<file path="src/rtl/jk_cmd_sequencer.sv">
// jk_cmd_sequencer: queues hold/reset/set/toggle commands and replays each
// one as a registered J/K pair for cmd_rep+1 cycles, with an optional gap.
//
// Ports:
//   clk        system clock, rising edge
//   rst        asynchronous active-low reset
//   cmd_valid  command present on cmd_op/cmd_rep
//   cmd_ready  FIFO can accept (equals !full, no bypass on pop)
//   cmd_op     {J,K}: 00 hold, 01 reset, 10 set, 11 toggle
//   cmd_rep    repeat count minus one
//   J, K       registered drive to the downstream JK flip-flop
//   busy       FSM not idle or FIFO non-empty
//   done       J/K carry the last repetition of a command this cycle
//   fifo_cnt   current FIFO occupancy
//   q_model    registered model of the downstream flip-flop
//              (only with JK_SEQ_SHADOW_Q_EN defined)
//
// Parameters: DEPTH (power of two, >= 2), CNT_W (repeat field width),
// GAP_CYC (idle cycles after each command, 0..15).
// Optional macro: JK_SEQ_SHADOW_Q_EN adds the q_model output.

module jk_cmd_sequencer #(
    parameter int DEPTH   = 4,
    parameter int CNT_W   = 4,
    parameter int GAP_CYC = 0
) (
    input  logic                     clk,
    input  logic                     rst,
    input  logic                     cmd_valid,
    output logic                     cmd_ready,
    input  logic [1:0]               cmd_op,
    input  logic [CNT_W-1:0]         cmd_rep,
    output logic                     J,
    output logic                     K,
    output logic                     busy,
    output logic                     done,
    output logic [$clog2(DEPTH):0]   fifo_cnt
`ifdef JK_SEQ_SHADOW_Q_EN
    ,
    output logic                     q_model
`endif
);

    localparam int AW = $clog2(DEPTH);

    localparam logic [AW:0]    FULL_CNT = (AW+1)'(DEPTH);
    localparam logic [AW:0]    CNT_ONE  = (AW+1)'(1);
    localparam logic [AW-1:0]  PTR_ONE  = AW'(1);
    localparam logic [CNT_W-1:0] REP_ONE = CNT_W'(1);

    // The IDLE cycle that follows GAP counts as the last gap cycle, so
    // GAP lasts GAP_CYC-1 cycles and GAP_CYC==1 goes straight to IDLE.
    localparam logic [3:0] GAP_LD = 4'(GAP_CYC - 1);

    typedef enum logic [1:0] {
        S_IDLE,
        S_ISSUE,
        S_GAP
    } state_t;

    state_t state;

    // FIFO storage and pointers
    logic [1:0]       op_mem  [DEPTH];
    logic [CNT_W-1:0] rep_mem [DEPTH];
    logic [AW-1:0]    wr_ptr;
    logic [AW-1:0]    rd_ptr;

    logic             full;
    logic             empty;
    logic             push;
    logic             pop;

    logic [1:0]       head_op;
    logic [CNT_W-1:0] head_rep;

    logic [CNT_W-1:0] rep_cnt;
    logic [3:0]       gap_cnt;

    assign full      = (fifo_cnt == FULL_CNT);
    assign empty     = (fifo_cnt == '0);
    assign cmd_ready = !full;
    assign push      = cmd_valid && cmd_ready;

    assign head_op   = op_mem[rd_ptr];
    assign head_rep  = rep_mem[rd_ptr];

    assign busy      = (state != S_IDLE) || !empty;

    // Pop from IDLE, or seamlessly at the end of a command when no gap.
    always_comb begin
        pop = 1'b0;
        if (!empty) begin
            unique case (1'b1)
                (state == S_IDLE):
                    pop = 1'b1;
                (state == S_ISSUE):
                    pop = (rep_cnt == '0) && (GAP_CYC == 0);
                default:
                    pop = 1'b0;
            endcase
        end
    end

    // Storage is not reset; occupancy gates every read.
    always_ff @(posedge clk) begin
        if (push) begin
            op_mem[wr_ptr]  <= cmd_op;
            rep_mem[wr_ptr] <= cmd_rep;
        end
    end

    always_ff @(posedge clk or negedge rst) begin
        if (!rst) begin
            wr_ptr   <= '0;
            rd_ptr   <= '0;
            fifo_cnt <= '0;
        end else begin
            if (push) begin
                wr_ptr <= wr_ptr + PTR_ONE;
            end
            if (pop) begin
                rd_ptr <= rd_ptr + PTR_ONE;
            end
            unique case ({push, pop})
                2'b10:   fifo_cnt <= fifo_cnt + CNT_ONE;
                2'b01:   fifo_cnt <= fifo_cnt - CNT_ONE;
                default: fifo_cnt <= fifo_cnt;
            endcase
        end
    end

    // Sequencer FSM; J, K and done are all registered here.
    always_ff @(posedge clk or negedge rst) begin
        if (!rst) begin
            state   <= S_IDLE;
            J       <= 1'b0;
            K       <= 1'b0;
            done    <= 1'b0;
            rep_cnt <= '0;
            gap_cnt <= '0;
        end else begin
            done <= 1'b0;
            unique case (state)
                S_IDLE: begin
                    if (pop) begin
                        J       <= head_op[1];
                        K       <= head_op[0];
                        rep_cnt <= head_rep;
                        done    <= (head_rep == '0);
                        state   <= S_ISSUE;
                    end else begin
                        J <= 1'b0;
                        K <= 1'b0;
                    end
                end

                S_ISSUE: begin
                    if (rep_cnt != '0) begin
                        rep_cnt <= rep_cnt - REP_ONE;
                        done    <= (rep_cnt == REP_ONE);
                    end else if (pop) begin
                        J       <= head_op[1];
                        K       <= head_op[0];
                        rep_cnt <= head_rep;
                        done    <= (head_rep == '0);
                    end else if (GAP_CYC > 1) begin
                        J       <= 1'b0;
                        K       <= 1'b0;
                        gap_cnt <= GAP_LD;
                        state   <= S_GAP;
                    end else begin
                        J     <= 1'b0;
                        K     <= 1'b0;
                        state <= S_IDLE;
                    end
                end

                S_GAP: begin
                    J <= 1'b0;
                    K <= 1'b0;
                    if (gap_cnt <= 4'd1) begin
                        gap_cnt <= '0;
                        state   <= S_IDLE;
                    end else begin
                        gap_cnt <= gap_cnt - 4'd1;
                    end
                end

                default: begin
                    J     <= 1'b0;
                    K     <= 1'b0;
                    state <= S_IDLE;
                end
            endcase
        end
    end

`ifdef JK_SEQ_SHADOW_Q_EN
    // Mirrors the downstream flip-flop, which samples J/K on this clk.
    always_ff @(posedge clk or negedge rst) begin
        if (!rst) begin
            q_model <= 1'b0;
        end else begin
            unique case ({J, K})
                2'b01:   q_model <= 1'b0;
                2'b10:   q_model <= 1'b1;
                2'b11:   q_model <= ~q_model;
                default: q_model <= q_model;
            endcase
        end
    end
`endif

endmodule

</file>
<file path="config.mk">
export PLATFORM = sky130hd
export DESIGN_NAME = jk_cmd_sequencer
export DESIGN_NICKNAME = d
export VERILOG_FILES = /design/src/rtl/jk_cmd_sequencer.sv
export SDC_FILE = /design/constraint.sdc
export NUM_CORES = 1
export LEC_CHECK = 0
export BUFFER_PORTS_ARGS = -buffer_cell sky130_fd_sc_hd__buf_2
export CAP_MARGIN = 20
export CORE_ASPECT_RATIO = 1.4
export CORE_MARGIN = 4
export CORE_UTILIZATION = 46
export DETAILED_ROUTE_END_ITERATION = 12
export PLACE_DENSITY = 0.73
export SLEW_MARGIN = 40
export SYNTH_ARGS = -nofsm -noshare
export SYNTH_HDL_FRONTEND = slang
export SYNTH_SLANG_ARGS = --single-unit
</file>
<file path="constraint.sdc">
create_clock -name clk -period 3 [get_ports clk]
set_clock_uncertainty 0.15 [all_clocks]
set_input_delay 0.6 -clock clk [delete_from_list [all_inputs] [get_ports clk]]
set_output_delay 0.6 -clock clk [all_outputs]
set_load 0.01 [all_outputs]
</file>
==> metrics.md <==
| Metric | Value |
|---|---|
| Status | `complete, no violations` |
| Final hold violation count | `0` |
| Chip Width | `60.1 um` |
| Leading area contributor after synthesis | `edfxtp_1` |
| Commonest cells post-synth | `edfxtp_1 (24), dfrtp_1 (15), inv_1 (10), ha_1 (7)` |
| Number of remaining DRC errors | `0` |
| Top cells by area, synth | `edfxtp_1 (41%), dfrtp_1 (21%), mux4_2 (6.4%)` |
| Number of synthesized flops with an enable pin | `24` |
| CP Launch Type | `register` |
| Global-route wire length before repair | `4800 um` |
| Root Driver | `clkbuf_8` |
| Die Y-Extent | `80.9 um` |
| Final instance area | `0.00195 mm^2` |
| Std cell rows | `26` |
| Final Cycle Share | `93.5%` |
| Maximum level of the CTS H-tree | `2` |
| Cell variety after synth | `39` |
| Crit path DAT | `2.87 ns` |
| Filler Cell Count | `303` |
| Skew-Pair Late Insertion Delay | `0.28 ns` |
| Setup Fix Bufs, Post-CTS | `0` |
| Final setup vio count | `0` |
| Peak VDD IR | `0.634 mV` |
| Vias in the first global route | `1019` |
| CP endpoint kind | `register` |
| Num CTS Buffers | `5` |
| DP HPWL | `2080 um` |
| RSZ-0062 raised after global routing | `false` |
| Rel. slew slack | `65.0%` |
| Sequential share of the synthesized area | `62.8%` |
| Syn Inst Count | `115` |
| YS warnings | `0` |
| Initial core utilization | `47.9%` |
| WHS | `0.0648 ns` |
| Layout cell share with drive strength beyond 1 | `23.7%` |
| Synth top area share | `41.3%` |
| Syn Area/Cell | `15.2 um^2` |
| Kind of critical path | `reg -> reg` |
| # resized after CTS | `0` |
| DR vias | `975` |
| # IOs | `17` |
| CTS tree | `done` |
| CP Data Required Time | `3.06 ns` |
| # clock sinks | `39` |
| Slew Viols, Final | `0` |
| Placer congestion estimate | `0.813` |
| CORE AREA | `0.00364 mm^2` |
| Synthesized cell area | `0.00175 mm^2` |
| Pin count of the biggest net entering global routing | `16` |
| Die area | `0.00486 mm^2` |
| Hold Path Class | `in -> async` |
| Setup TNS | `0 ns` |
| Cell area after placement | `0.00186 mm^2` |
| Vias per cell | `5.51` |
| Post-place setup slack | `0.226 ns` |
| Wirelength per Cell | `15.5 um` |
| Initial DRC count | `21` |
| Power density over the cells | `967 mW/mm^2` |
| Count leader, synth | `edfxtp_1` |
| Initial antenna violation count | `0` |
| Wirelength, routed | `2740 um` |
| CTS Buffer Depth | `2` |
| Worst Path Max Fanout | `6` |
| GRT Total Usage | `13.7%` |
| Fraction of registers with async set/reset | `38.5%` |
| Synth Register Bits | `39` |
| Final worst slack | `0.194 ns` |
| Leak Pwr | `0.786 nW` |
| Worst slew pin tran | `0.524 ns` |
| Synth Net Count | `132` |
| Tmin final | `2.81 ns` |
| Routed Antenna Nets | `0` |
| Area Overhead vs Synth | `11.5%` |
| Hold Buf Count CTS | `0` |
| Primary FF master, synth | `edfxtp_1` |
| # Max-Cap Violations | `0` |
| Pre-antenna DRT Iters | `4` |
| Max Clk Rate | `356 MHz` |
| N_diodes | `0` |
| Input/output buffers | `16` |
| Total congestion overflow | `0` |
| NumNets Final | `151` |
| Worst-path clk slew | `0.07 ns` |
==> placed cells by master, fill, tap and decap left out, types with 3 or more instances in the layout <==
cell	instances
edfxtp_1	24
ha_1	7
xnor2_1	3
and3_1	4
mux4_2	5
a22o_1	3
buf_2	16
clkbuf_8	6
xor2_1	3
nand2_1	5
dfrtp_1	15
inv_1	10
==> kinds of logic after synthesis <==
| group | count (synthesis) | share of synthesized area, % |
|---|---|---|
| AO/OA/AOI/OAI | 15 | 6.45 |
| XOR/XNOR | 6 | 3.01 |
| adder cells (fa/ha/maj) | 8 | 6.16 |
| buffers and inverters | 15 | 3.72 |
| flip-flops | 39 | 62.8 |
| multiplexers | 9 | 9.74 |
| AND/OR/NAND/NOR | 23 | 8.17 |
==> per-stage QoR <==
step                      instances  power, mW  utilization, %
after global placement          169       1.52            50.9
final                           177       1.88            53.4
after floorplan                 115       1.39               -
after CTS                       177       1.91            53.4
after global routing            177       2.03            53.4
after detailed placement        169       1.55            50.9
==> flip-flops by register name, indices dropped and copies added (netlist names) <==
signal    count
rep_cnt       4
wr_ptr        2
K             1
rep_mem      16
J             1
op_mem        8
fifo_cnt      3
state         1
rd_ptr        2
done          1
==> layer usage <==
layer	vias up	share of wire [%]	track usage, %
met4	0	2.7	7.10
li1	469	-	-
met1	485	39	16.1
met3	7	3.8	3.66
met2	14	55	22.6
met5	-	0	0
==> layout make-up <==
| class | instances | area [um^2] | share of cell area, % |
|---|---|---|---|
| flip-flops and latches | 39 | 1100 | 56.3 |
| multi-input cells | 61 | 586 | 30.1 |
| clock buffers | 7 | 86.3 | 4.43 |
| repair buffers | 16 | 80.1 | 4.11 |
| well taps | 42 | 52.6 | 2.70 |
| inverters | 11 | 41.3 | 2.12 |
| clock inverters | 1 | 5.00 | 0.257 |
==> power breakdown <==
group          total [mW]  internal, mW  switching [mW]
Clock               0.353         0.185           0.168
Sequential          0.894         0.743           0.151
Combinational       0.635         0.313           0.322
Total                1.88          1.24           0.642
==> critical path, cell delays in order (launching register included) <==
cell and delay, ns:
dfrtp_1 0.43, inv_1 0.08, ha_1 0.21, or3b_1 0.43
a21oi_2 0.34, ha_1 0.26, inv_1 0.06, fa_1 0.37
xor2_1 0.15, nor2_1 0.11, xor2_1 0.16
==> path summary, 6_finish.rpt <==
check	endpoint	slack, ns	cells after the start	startpoint
min in group clk	K$_DFFE_PN0P_	0.35	1	K$_DFFE_PN0P_
min reg2reg	K$_DFFE_PN0P_	0.35	1	K$_DFFE_PN0P_
max reg2reg	fifo_cnt[2]$_DFFE_PN0P_	0.19	10	rep_cnt[0]$_DFF_PN0_
max	fifo_cnt[2]$_DFFE_PN0P_	0.19	10	rep_cnt[0]$_DFF_PN0_
min	K$_DFFE_PN0P_	0.06	1	rst
max in group asynchronous	wr_ptr[0]$_DFFE_PN0P_	2.37	1	rst
Power figures use the tool's default switching activity.
